--- config.mk ---
export PLATFORM = sky130hd
export DESIGN_NAME = mbisr_repair_unit_flat
export DESIGN_NICKNAME = d
export VERILOG_FILES = /design/src/rtl/mbisr_repair_unit_if.sv /design/src/rtl/mbisr_repair_unit.sv /design/src/flat_wrapper.sv
export SDC_FILE = /design/constraint.sdc
export NUM_CORES = 1
export LEC_CHECK = 0
export ABC_AREA = 0
export CORE_MARGIN = 2
export CORE_UTILIZATION = 50
export DETAILED_ROUTE_END_ITERATION = 16
export GPL_TIMING_DRIVEN = 0
export PLACE_DENSITY = 0.72
export RECOVER_POWER = 25
export SLEW_MARGIN = 0
export SYNTH_ARGS = -nofsm -noshare
export SYNTH_HDL_FRONTEND = slang
export SYNTH_SLANG_ARGS = --single-unit
--- constraint.sdc ---
create_clock -name clk -period 7.6 [get_ports clk]
set_clock_uncertainty 0.15 [all_clocks]
set_input_delay 1.9 -clock clk [delete_from_list [all_inputs] [get_ports clk]]
set_output_delay 1.9 -clock clk [all_outputs]
set_load 0.01 [all_outputs]
--- src/rtl/mbisr_repair_unit_if.sv ---
`default_nettype none
// ============================================================================
// Module      : mbisr_repair_unit_if
// Description : Bundle of the MBIST fail stream, functional port, SRAM port
//               and repair status signals around mbisr_repair_unit.
//               slave  - view of the repair unit itself.
//               master - view of the surrounding logic (MBIST, functional
//                        master and SRAM).
// Ports       : bist_start, bist_done, fail_valid, fail_addr  (MBIST side)
//               sys_en, sys_we, sys_addr, sys_wdata, sys_rdata (functional)
//               mem_en, mem_we, mem_addr, mem_wdata, mem_rdata (SRAM)
//               repair_ok, repair_fail, spares_used            (status)
// Revision    : 1.0 - initial release
// ============================================================================
interface mbisr_repair_unit_if #(
  parameter int ADDR_WIDTH = 5,
  parameter int DATA_WIDTH = 8
);
  logic                  bist_start;
  logic                  bist_done;
  logic                  fail_valid;
  logic [ADDR_WIDTH-1:0] fail_addr;

  logic                  sys_en;
  logic                  sys_we;
  logic [ADDR_WIDTH-1:0] sys_addr;
  logic [DATA_WIDTH-1:0] sys_wdata;
  logic [DATA_WIDTH-1:0] sys_rdata;

  logic                  mem_en;
  logic                  mem_we;
  logic [ADDR_WIDTH-1:0] mem_addr;
  logic [DATA_WIDTH-1:0] mem_wdata;
  logic [DATA_WIDTH-1:0] mem_rdata;

  logic                  repair_ok;
  logic                  repair_fail;
  logic [3:0]            spares_used;

  modport slave (
    input  bist_start, bist_done, fail_valid, fail_addr,
    input  sys_en, sys_we, sys_addr, sys_wdata,
    output sys_rdata,
    output mem_en, mem_we, mem_addr, mem_wdata,
    input  mem_rdata,
    output repair_ok, repair_fail, spares_used
  );

  modport master (
    output bist_start, bist_done, fail_valid, fail_addr,
    output sys_en, sys_we, sys_addr, sys_wdata,
    input  sys_rdata,
    input  mem_en, mem_we, mem_addr, mem_wdata,
    output mem_rdata,
    input  repair_ok, repair_fail, spares_used
  );
endinterface
`default_nettype wire

--- src/rtl/mbisr_repair_unit.sv ---
`default_nettype none
// ============================================================================
// Module      : mbisr_repair_unit
// Description : Built-in self-repair stage. Collects distinct faulty word
//               addresses from the MBIST fail stream into a small fault
//               table, then redirects functional accesses to those addresses
//               into spare registers. Before repair (IDLE/COLLECT) it is a
//               pure passthrough so MBIST can exercise the raw array.
// Ports       : clk    - clock, rising edge
//               rst_n  - asynchronous active-low reset
//               bus    - mbisr_repair_unit_if.slave (MBIST, functional,
//                        SRAM and status signals)
// Revision    : 1.0 - initial release
// ============================================================================
module mbisr_repair_unit #(
  parameter int ADDR_WIDTH = 5,
  parameter int DATA_WIDTH = 8,
  parameter int NUM_SPARES = 4   // 1..8
) (
  input  wire logic          clk,
  input  wire logic          rst_n,
  mbisr_repair_unit_if.slave bus
);

  localparam int IDX_W = (NUM_SPARES > 1) ? $clog2(NUM_SPARES) : 1;

  typedef enum logic [1:0] {
    ST_IDLE         = 2'd0,
    ST_COLLECT      = 2'd1,
    ST_REPAIRED     = 2'd2,
    ST_UNREPAIRABLE = 2'd3
  } state_t;

  state_t                state_q, state_d;
  logic [NUM_SPARES-1:0] valid_q, valid_d;
  logic [ADDR_WIDTH-1:0] tag_q   [NUM_SPARES];
  logic [ADDR_WIDTH-1:0] tag_d   [NUM_SPARES];
  logic [DATA_WIDTH-1:0] spare_q [NUM_SPARES];
  logic [DATA_WIDTH-1:0] spare_d [NUM_SPARES];
  logic                  ovf_q, ovf_d;
  logic                  hit_q, hit_d;
  logic [DATA_WIDTH-1:0] hit_data_q, hit_data_d;
  logic                  repair_ok_q, repair_ok_d;
  logic                  repair_fail_q, repair_fail_d;
  logic [3:0]            spares_used_q, spares_used_d;

  logic [NUM_SPARES-1:0] fail_match;
  logic [NUM_SPARES-1:0] sys_match;
  logic [IDX_W-1:0]      free_idx;
  logic [IDX_W-1:0]      hit_idx;
  logic                  table_full;
  logic                  remap_en;
  logic                  sys_hit;

  // Per-entry address comparators for the fail stream and the functional port.
  generate
    for (genvar g = 0; g < NUM_SPARES; g++) begin : g_match
      assign fail_match[g] = valid_q[g] && (tag_q[g] == bus.fail_addr);
      assign sys_match[g]  = valid_q[g] && (tag_q[g] == bus.sys_addr);
    end
  endgenerate

  // Scan from the top down so the last assignment wins: lowest free index.
  // Entries are distinct, so at most one sys_match bit is set.
  always_comb begin
    free_idx = '0;
    hit_idx  = '0;
    for (int i = NUM_SPARES - 1; i >= 0; i--) begin
      if (!valid_q[i]) free_idx = IDX_W'(i);
      if (sys_match[i]) hit_idx = IDX_W'(i);
    end
  end

  assign table_full = &valid_q;
  assign remap_en   = (state_q == ST_REPAIRED) || (state_q == ST_UNREPAIRABLE);
  assign sys_hit    = remap_en && bus.sys_en && (|sys_match);

  always_comb begin
    state_d       = state_q;
    valid_d       = valid_q;
    tag_d         = tag_q;
    spare_d       = spare_q;
    ovf_d         = ovf_q;
    hit_d         = 1'b0;
    hit_data_d    = hit_data_q;
    spares_used_d = 4'd0;

    if (bus.bist_start) begin
      // Spare data is kept; only the table contents are invalidated.
      valid_d = '0;
      ovf_d   = 1'b0;
      state_d = ST_COLLECT;
    end else if (state_q == ST_COLLECT) begin
      if (bus.fail_valid && !(|fail_match)) begin
        if (table_full) begin
          ovf_d = 1'b1;
        end else begin
          tag_d[free_idx]   = bus.fail_addr;
          valid_d[free_idx] = 1'b1;
        end
      end
      // Uses ovf_d so a fail arriving with bist_done still counts.
      if (bus.bist_done) begin
        state_d = ovf_d ? ST_UNREPAIRABLE : ST_REPAIRED;
      end
    end

    if (sys_hit) begin
      if (bus.sys_we) begin
        spare_d[hit_idx] = bus.sys_wdata;
      end else begin
        hit_d      = 1'b1;
        hit_data_d = spare_q[hit_idx];
      end
    end

    repair_ok_d   = (state_d == ST_REPAIRED);
    repair_fail_d = (state_d == ST_UNREPAIRABLE);
    for (int i = 0; i < NUM_SPARES; i++) begin
      spares_used_d = spares_used_d + {3'b000, valid_d[i]};
    end
  end

  always_ff @(posedge clk or negedge rst_n) begin
    if (!rst_n) begin
      state_q       <= ST_IDLE;
      valid_q       <= '0;
      ovf_q         <= 1'b0;
      hit_q         <= 1'b0;
      hit_data_q    <= '0;
      repair_ok_q   <= 1'b0;
      repair_fail_q <= 1'b0;
      spares_used_q <= 4'd0;
      for (int i = 0; i < NUM_SPARES; i++) begin
        tag_q[i]   <= '0;
        spare_q[i] <= '0;
      end
    end else begin
      state_q       <= state_d;
      valid_q       <= valid_d;
      ovf_q         <= ovf_d;
      hit_q         <= hit_d;
      hit_data_q    <= hit_data_d;
      repair_ok_q   <= repair_ok_d;
      repair_fail_q <= repair_fail_d;
      spares_used_q <= spares_used_d;
      tag_q         <= tag_d;
      spare_q       <= spare_d;
    end
  end

  // A hit keeps the access away from the (faulty) SRAM word entirely.
  assign bus.mem_en      = bus.sys_en && !sys_hit;
  assign bus.mem_we      = bus.sys_we && !sys_hit;
  assign bus.mem_addr    = bus.sys_addr;
  assign bus.mem_wdata   = bus.sys_wdata;

  // SRAM data is already one cycle late, matching the registered spare path.
  assign bus.sys_rdata   = hit_q ? hit_data_q : bus.mem_rdata;

  assign bus.repair_ok   = repair_ok_q;
  assign bus.repair_fail = repair_fail_q;
  assign bus.spares_used = spares_used_q;

endmodule
`default_nettype wire

--- src/flat_wrapper.sv ---
// flat-port wrapper written by rule: the top's interface ports become plain ports
module mbisr_repair_unit_flat 
#(
  parameter int ADDR_WIDTH = 5,
  parameter int DATA_WIDTH = 8,
  parameter int NUM_SPARES = 4          
)
  (clk, rst_n, bus_bist_start, bus_bist_done, bus_fail_valid, bus_fail_addr, bus_sys_en, bus_sys_we, bus_sys_addr, bus_sys_wdata, bus_sys_rdata, bus_mem_en, bus_mem_we, bus_mem_addr, bus_mem_wdata, bus_mem_rdata, bus_repair_ok, bus_repair_fail, bus_spares_used);
  mbisr_repair_unit_if #(.ADDR_WIDTH(ADDR_WIDTH), .DATA_WIDTH(DATA_WIDTH)) bus_i ();
  input  wire logic clk;
  input  wire logic rst_n;
  input wire logic [$bits(bus_i.bist_start)-1:0] bus_bist_start;
  input wire logic [$bits(bus_i.bist_done)-1:0] bus_bist_done;
  input wire logic [$bits(bus_i.fail_valid)-1:0] bus_fail_valid;
  input wire logic [$bits(bus_i.fail_addr)-1:0] bus_fail_addr;
  input wire logic [$bits(bus_i.sys_en)-1:0] bus_sys_en;
  input wire logic [$bits(bus_i.sys_we)-1:0] bus_sys_we;
  input wire logic [$bits(bus_i.sys_addr)-1:0] bus_sys_addr;
  input wire logic [$bits(bus_i.sys_wdata)-1:0] bus_sys_wdata;
  output wire logic [$bits(bus_i.sys_rdata)-1:0] bus_sys_rdata;
  output wire logic [$bits(bus_i.mem_en)-1:0] bus_mem_en;
  output wire logic [$bits(bus_i.mem_we)-1:0] bus_mem_we;
  output wire logic [$bits(bus_i.mem_addr)-1:0] bus_mem_addr;
  output wire logic [$bits(bus_i.mem_wdata)-1:0] bus_mem_wdata;
  input wire logic [$bits(bus_i.mem_rdata)-1:0] bus_mem_rdata;
  output wire logic [$bits(bus_i.repair_ok)-1:0] bus_repair_ok;
  output wire logic [$bits(bus_i.repair_fail)-1:0] bus_repair_fail;
  output wire logic [$bits(bus_i.spares_used)-1:0] bus_spares_used;
  assign bus_i.bist_start = bus_bist_start;
  assign bus_i.bist_done = bus_bist_done;
  assign bus_i.fail_valid = bus_fail_valid;
  assign bus_i.fail_addr = bus_fail_addr;
  assign bus_i.sys_en = bus_sys_en;
  assign bus_i.sys_we = bus_sys_we;
  assign bus_i.sys_addr = bus_sys_addr;
  assign bus_i.sys_wdata = bus_sys_wdata;
  assign bus_sys_rdata = bus_i.sys_rdata;
  assign bus_mem_en = bus_i.mem_en;
  assign bus_mem_we = bus_i.mem_we;
  assign bus_mem_addr = bus_i.mem_addr;
  assign bus_mem_wdata = bus_i.mem_wdata;
  assign bus_i.mem_rdata = bus_mem_rdata;
  assign bus_repair_ok = bus_i.repair_ok;
  assign bus_repair_fail = bus_i.repair_fail;
  assign bus_spares_used = bus_i.spares_used;
  mbisr_repair_unit #(.ADDR_WIDTH(ADDR_WIDTH), .DATA_WIDTH(DATA_WIDTH), .NUM_SPARES(NUM_SPARES)) u_core (.clk(clk), .rst_n(rst_n), .bus(bus_i));
endmodule
After elaboration in Yosys (flattened, before gate mapping)
Index checks and enable logic that the tools add are counted.
Word-level totals
  input bits: 33
  flip-flop bits (word level): 74
Cells by class
  bitwise operators: 6
  add/subtract/negate cells: 3
  eq/ne operators: 13
  muxes and demuxes: 36
  reduce and logical (&&, ||, !) cells: 26
  order comparisons: 6
Operator list (number)
  $eq 5x5->1: 8
  $bwmux 32: 1
  $mux 8: 4
  $mux 2: 11
  $bwmux 20: 1
  $bmux 8 s2: 1
  $demux 8 s2: 1
  $logic_and 1x1->1: 16
  $mux 4: 4
  $demux 5 s2: 1
  $mux 1: 10
  $add 4x1->4: 2
  $eq 2x2->1 const B: 4
  $reduce_and 4->1: 2
  $reduce_or 4->1: 2
  $ge 3x3->1 const B: 2
  $lt 3x1->1 const B: 2
  $not 2->3: 2
  $mux 5: 1
  $or 4x4->4: 1
  $reduce_and 2->1: 2
  $lt 2x3->1 const B: 1
  $not 1->1: 3
  $add 1x1->2: 1
  other kinds (6): 7

Depth between registers and ports, before layout
  word-level depth: 16
  mapped depth: 12

Worst setup path after synthesis
Ideal clock, no wire load.
  path kind: input to output
  from: in bus_sys_addr[3]
  to: out bus_mem_en
  path slack: 2.632 ns
  cell stages on the path: 6
  buffers on the path: 1
  arrival: 2.918 ns
  cell sequence: xor2_1 nor4_1 nand3_1 clkbuf_1 nand4_1 a21boi_0
On the way
  longest elaborated chain between the ends: 6
RTL lines
  from (decl): RTL line flat_wrapper.sv:18  | input wire logic [$bits(bus_i.sys_addr)-1:0] bus_sys_addr;
  $eq 5x5->1: RTL line mbisr_repair_unit.sv:59  | assign sys_match[g] = valid_q[g] && (tag_q[g] == bus.sys_addr);
  $logic_and 1x1->1: RTL line mbisr_repair_unit.sv:59
  $reduce_or 4->1 (*): RTL line mbisr_repair_unit.sv:76  | assign sys_hit = remap_en && bus.sys_en && (|sys_match);
  $logic_and 1x1->1 (*): RTL line mbisr_repair_unit.sv:76
  $logic_not 1->1 (*): RTL line mbisr_repair_unit.sv:153  | assign bus.mem_en = bus.sys_en && !sys_hit;
  $logic_and 1x1->1 (*): RTL line mbisr_repair_unit.sv:153
  to (decl): RTL line flat_wrapper.sv:21  | output wire logic [$bits(bus_i.mem_en)-1:0] bus_mem_en;
Every way passes the cells marked *; elsewhere a longest branch is shown, timed or not.

Worst setup path in the final report
Ends and elaborated chain as after synthesis.

==> key figures <==
Final layout
  – Reg area: 0.001827 mm2
  – Layout cells sized above 1: 27.30%
  – Area growth syn-to-layout: 22.57%
  – Fillers: 579
  – Footprint of the multi-input gates: 0.001798 mm2
  – Final Util: 63.95%
  – NumNets Final: 434
  – N_diodes: 0

CTS
  – H-tree depth: 3
  – TritonCTS clock tree: built
  – CTS Sinks: between 70 and 80
  – CTS Buf Count: 9
  – Clock Path Buffers: 2
  – Hold_buf cts: 0
  – Post-CTS Setup Inserts: 0
  – Reg clk slew, reported paths: around 80 ps
  – Clock latency on the worst-skew pair: roughly 350 ps
  – Post-CTS resize count: 0
  – Clock root cell: clkbuf_8

GRT
  – Grt ovf: 0
  – Largest net degree at the start of global routing: 74
  – Number of global-route vias before repair: ~2700
  – Antenna violations before repair: 0
  – First-pass GRT wire length: approximately 13 mm
  – All-Layer GR Usage: 20.77%

Floorplan
  – Ports: 62
  – Die W: 91.47 um
  – Chip height: 91.47 um
  – # rows: 31
  – Die Footprint: around 0.0084 mm2
  – Core area: between 0.007 and 0.008 mm2
  – Initial Util: 52.18%

STA
  – Maximum clock rate: 153.4 MHz
  – Minimum clock period: 6519 ps
  – RSZ-0062 raised after global routing: false
  – Slew of the pin with the lowest slew margin: 3752 ps
  – Fin. max-slew vios: 74
  – Total negative slack: 0 ps
  – # setup viols final: 0
  – Tcrit/Tclk final: 85.78%
  – Hold Fails Final Rpt: 0
  – Rel. slew slack: -150.1%

Drt
  – Wire per inst: ~16 um
  – Avg Vias per Cell: 5.420
  – Routed Antenna Nets: 0
  – Routed WL: 8.193 mm
  – Vias: 2721
  – DRT Pass-1 Iters: 4
  – DRC: 0
  – First-iteration detailed-routing DRC count: roughly 160

Synthesis
  – Post-synth top flop: dfrtp_1
  – Yosys top cell area share: 47.76%
  – Synth Instances: 331
  – Asr flop ratio synth: 100.0%
  – Synth area leader: dfrtp_1
  – FF+latch count, synth: 73
  – Syn Std Cell Area: 0.003825 mm2
  – Synth unique cells: 36
  – Synth top cells by count: dfrtp_1 (73), mux2_2 (60), xnor2_1 (24)
  – Synth area leaders: dfrtp_1 (48%), mux2_2 (18%), xnor2_1 (5.5%)
  – Mean Syn Cell Area: approximately 12 um2
  – Post-synth EDFFs: 0
  – Sequential element share of the synthesized area: a little under half
  – Most common cell in the synthesized netlist: dfrtp_1
  – Synth warnings: 0
  – Post-Syn Nets: 367

Placement
  – Dpl hpwl: 5.892 mm
  – Global placer's final weighted congestion: 0.7960
  – Number of port buffers: 55

Setup path
  – Worst-path fanout max: 10
  – CP Launch Type: input port
  – CP arrival: 4470 ps
  – Crit path kind: input port to output port
  – CP required: 5550 ps
  – RR Endpoint: u_core.bus.spares_used[1]
  – Setup crit end kind: output port
  – Worst reg-to-reg setup slack: 4800 ps
  – Worst R2R Path Depth: 9
  – Reg2reg start: u_core.tag_q[2]

Pwr
  – Leakage: just over 2 nW
  – Peak VDD IR: 0.0001363 V
  – PD cells: between 150 and 200 mW/mm2
  – Overall power: 0.8936 mW

Run status
  – Status: complete, but fails checks
  – Failing checks: capacitance limit, slew limit

Flow run
  – Max Cap Viol: 1

Min path
  – Worst Min Path Start: u_core.spare_q[17]
  – Worst min path class: flop to flop
  – Hold Crit Endpoint: u_core.spare_q[17]
  – Hold depth: 1
-- flip-flops by register name, summed over array words and instances, names as in the netlist, 2 cells and up --
| signal | cells |
|---|---|
| u_core.spare_q | 32 |
| u_core.tag_q | 20 |
| u_core.hit_data_q | 8 |
| u_core.valid_q | 4 |
| u_core.bus.spares_used | 3 |
| u_core.state_q | 2 |
-- metrics by stage --
| stage | instances | hold WS, ps | worst slack, ps | area [um2] |
|---|---|---|---|---|
| after floorplan | 331 | 313.5 | 2632 | 3825 |
| after global placement | 485 | 334.9 | 1128 | 4499 |
| after detailed placement | 486 | 340.5 | 1117 | 4524 |
| after CTS | 502 | 357.5 | 1104 | 4712 |
| after global routing | 502 | 362.9 | 898.3 | 4688 |
| final | 502 | 356.8 | 1081 | 4688 |
-- power breakdown --
part           switching, mW  leakage [nW]  internal [mW]
clock                  0.143        0.0933          0.151
combinational         0.0625         0.989         0.0896
sequential            0.0288         0.989          0.418
total                  0.234          2.07          0.659
-- cell usage in the layout, fill, tap and decap left out, types with 2 or more instances in the layout --
cell type,netlist,routed
dfrtp_1,73,73
mux2_2,60,60
clkdlybuf4s50_1,0,54
xnor2_1,24,24
nor2_1,20,20
buf_4,19,19
xor2_1,16,16
nand2_1,16,16
nand3_1,13,13
a31oi_1,11,11
o21ai_0,10,10
a21oi_1,10,10
clkbuf_1,6,9
clkbuf_8,0,9
a21o_1,7,7
nor4_1,5,5
nand4_1,5,5
inv_1,4,4
and3_1,4,4
buf_2,4,4
nand2b_1,3,3
or2_2,3,3
nor4_4,2,2
ha_1,2,2
clkinv_2,0,2
-- area by class of cell --
class                           instances  area share [%]
Multi-Input combinational cell        225           38.35
Clock buffer                           11           2.802
Tap cell                               99           2.642
Timing Repair Buffer                   56           11.77
Inverter                                4          0.3203
Buffer                                 29           3.950
Clock inverter                          5           1.201
Sequential cell                        73           38.96
-- worst max-delay path: stages --
cell,delay [ps]
clkdlybuf4s50_1,690
xor2_1,180
nor4_1,70
nand3_1,190
clkbuf_1,420
nand4_1,240
a21boi_0,230
clkdlybuf4s50_1,560
-- worst max-delay path by stage --
| stage | from | endpoint | slack, ps | cells after the start |
|---|---|---|---|---|
| 2_1_floorplan | bus_sys_addr[3] | bus_mem_en | 2630 | 6 |
| 3_5_place_dp | bus_sys_addr[3] | bus_mem_en | 1120 | 8 |
| 3_3_place_gp | bus_sys_addr[4] | bus_mem_en | 1130 | 8 |
| 4_1_cts | bus_sys_addr[3] | bus_mem_en | 1100 | 8 |
| 5_1_grt | bus_sys_addr[2] | bus_mem_en | 900 | 8 |
| 6_report | bus_sys_addr[3] | bus_mem_en | 1080 | 8 |
-- per-layer routing --
| layer | GRT usage [%] | vias to the layer above | share of wire [%] |
|---|---|---|---|
| li1 | - | 1288 | - |
| met1 | 29.92 | 1353 | 47 |
| met2 | 31.07 | 69 | 47 |
| met3 | 3.568 | 11 | 4.5 |
| met4 | 8.460 | 0 | 1.6 |
| met5 | 0 | - | 0 |
-- cell families after synthesis --
family          after synthesis  share of synthesized area, %
fa+ha+maj                     3                         1.178
buf+inv                      33                         5.234
mux                          60                         17.66
simple gates                 78                         11.91
compound gates               43                         7.001
xor+xnor                     40                         9.159
flops                        73                         47.76
other cells                   1                       0.09804
Power figures use the tool's default switching activity.
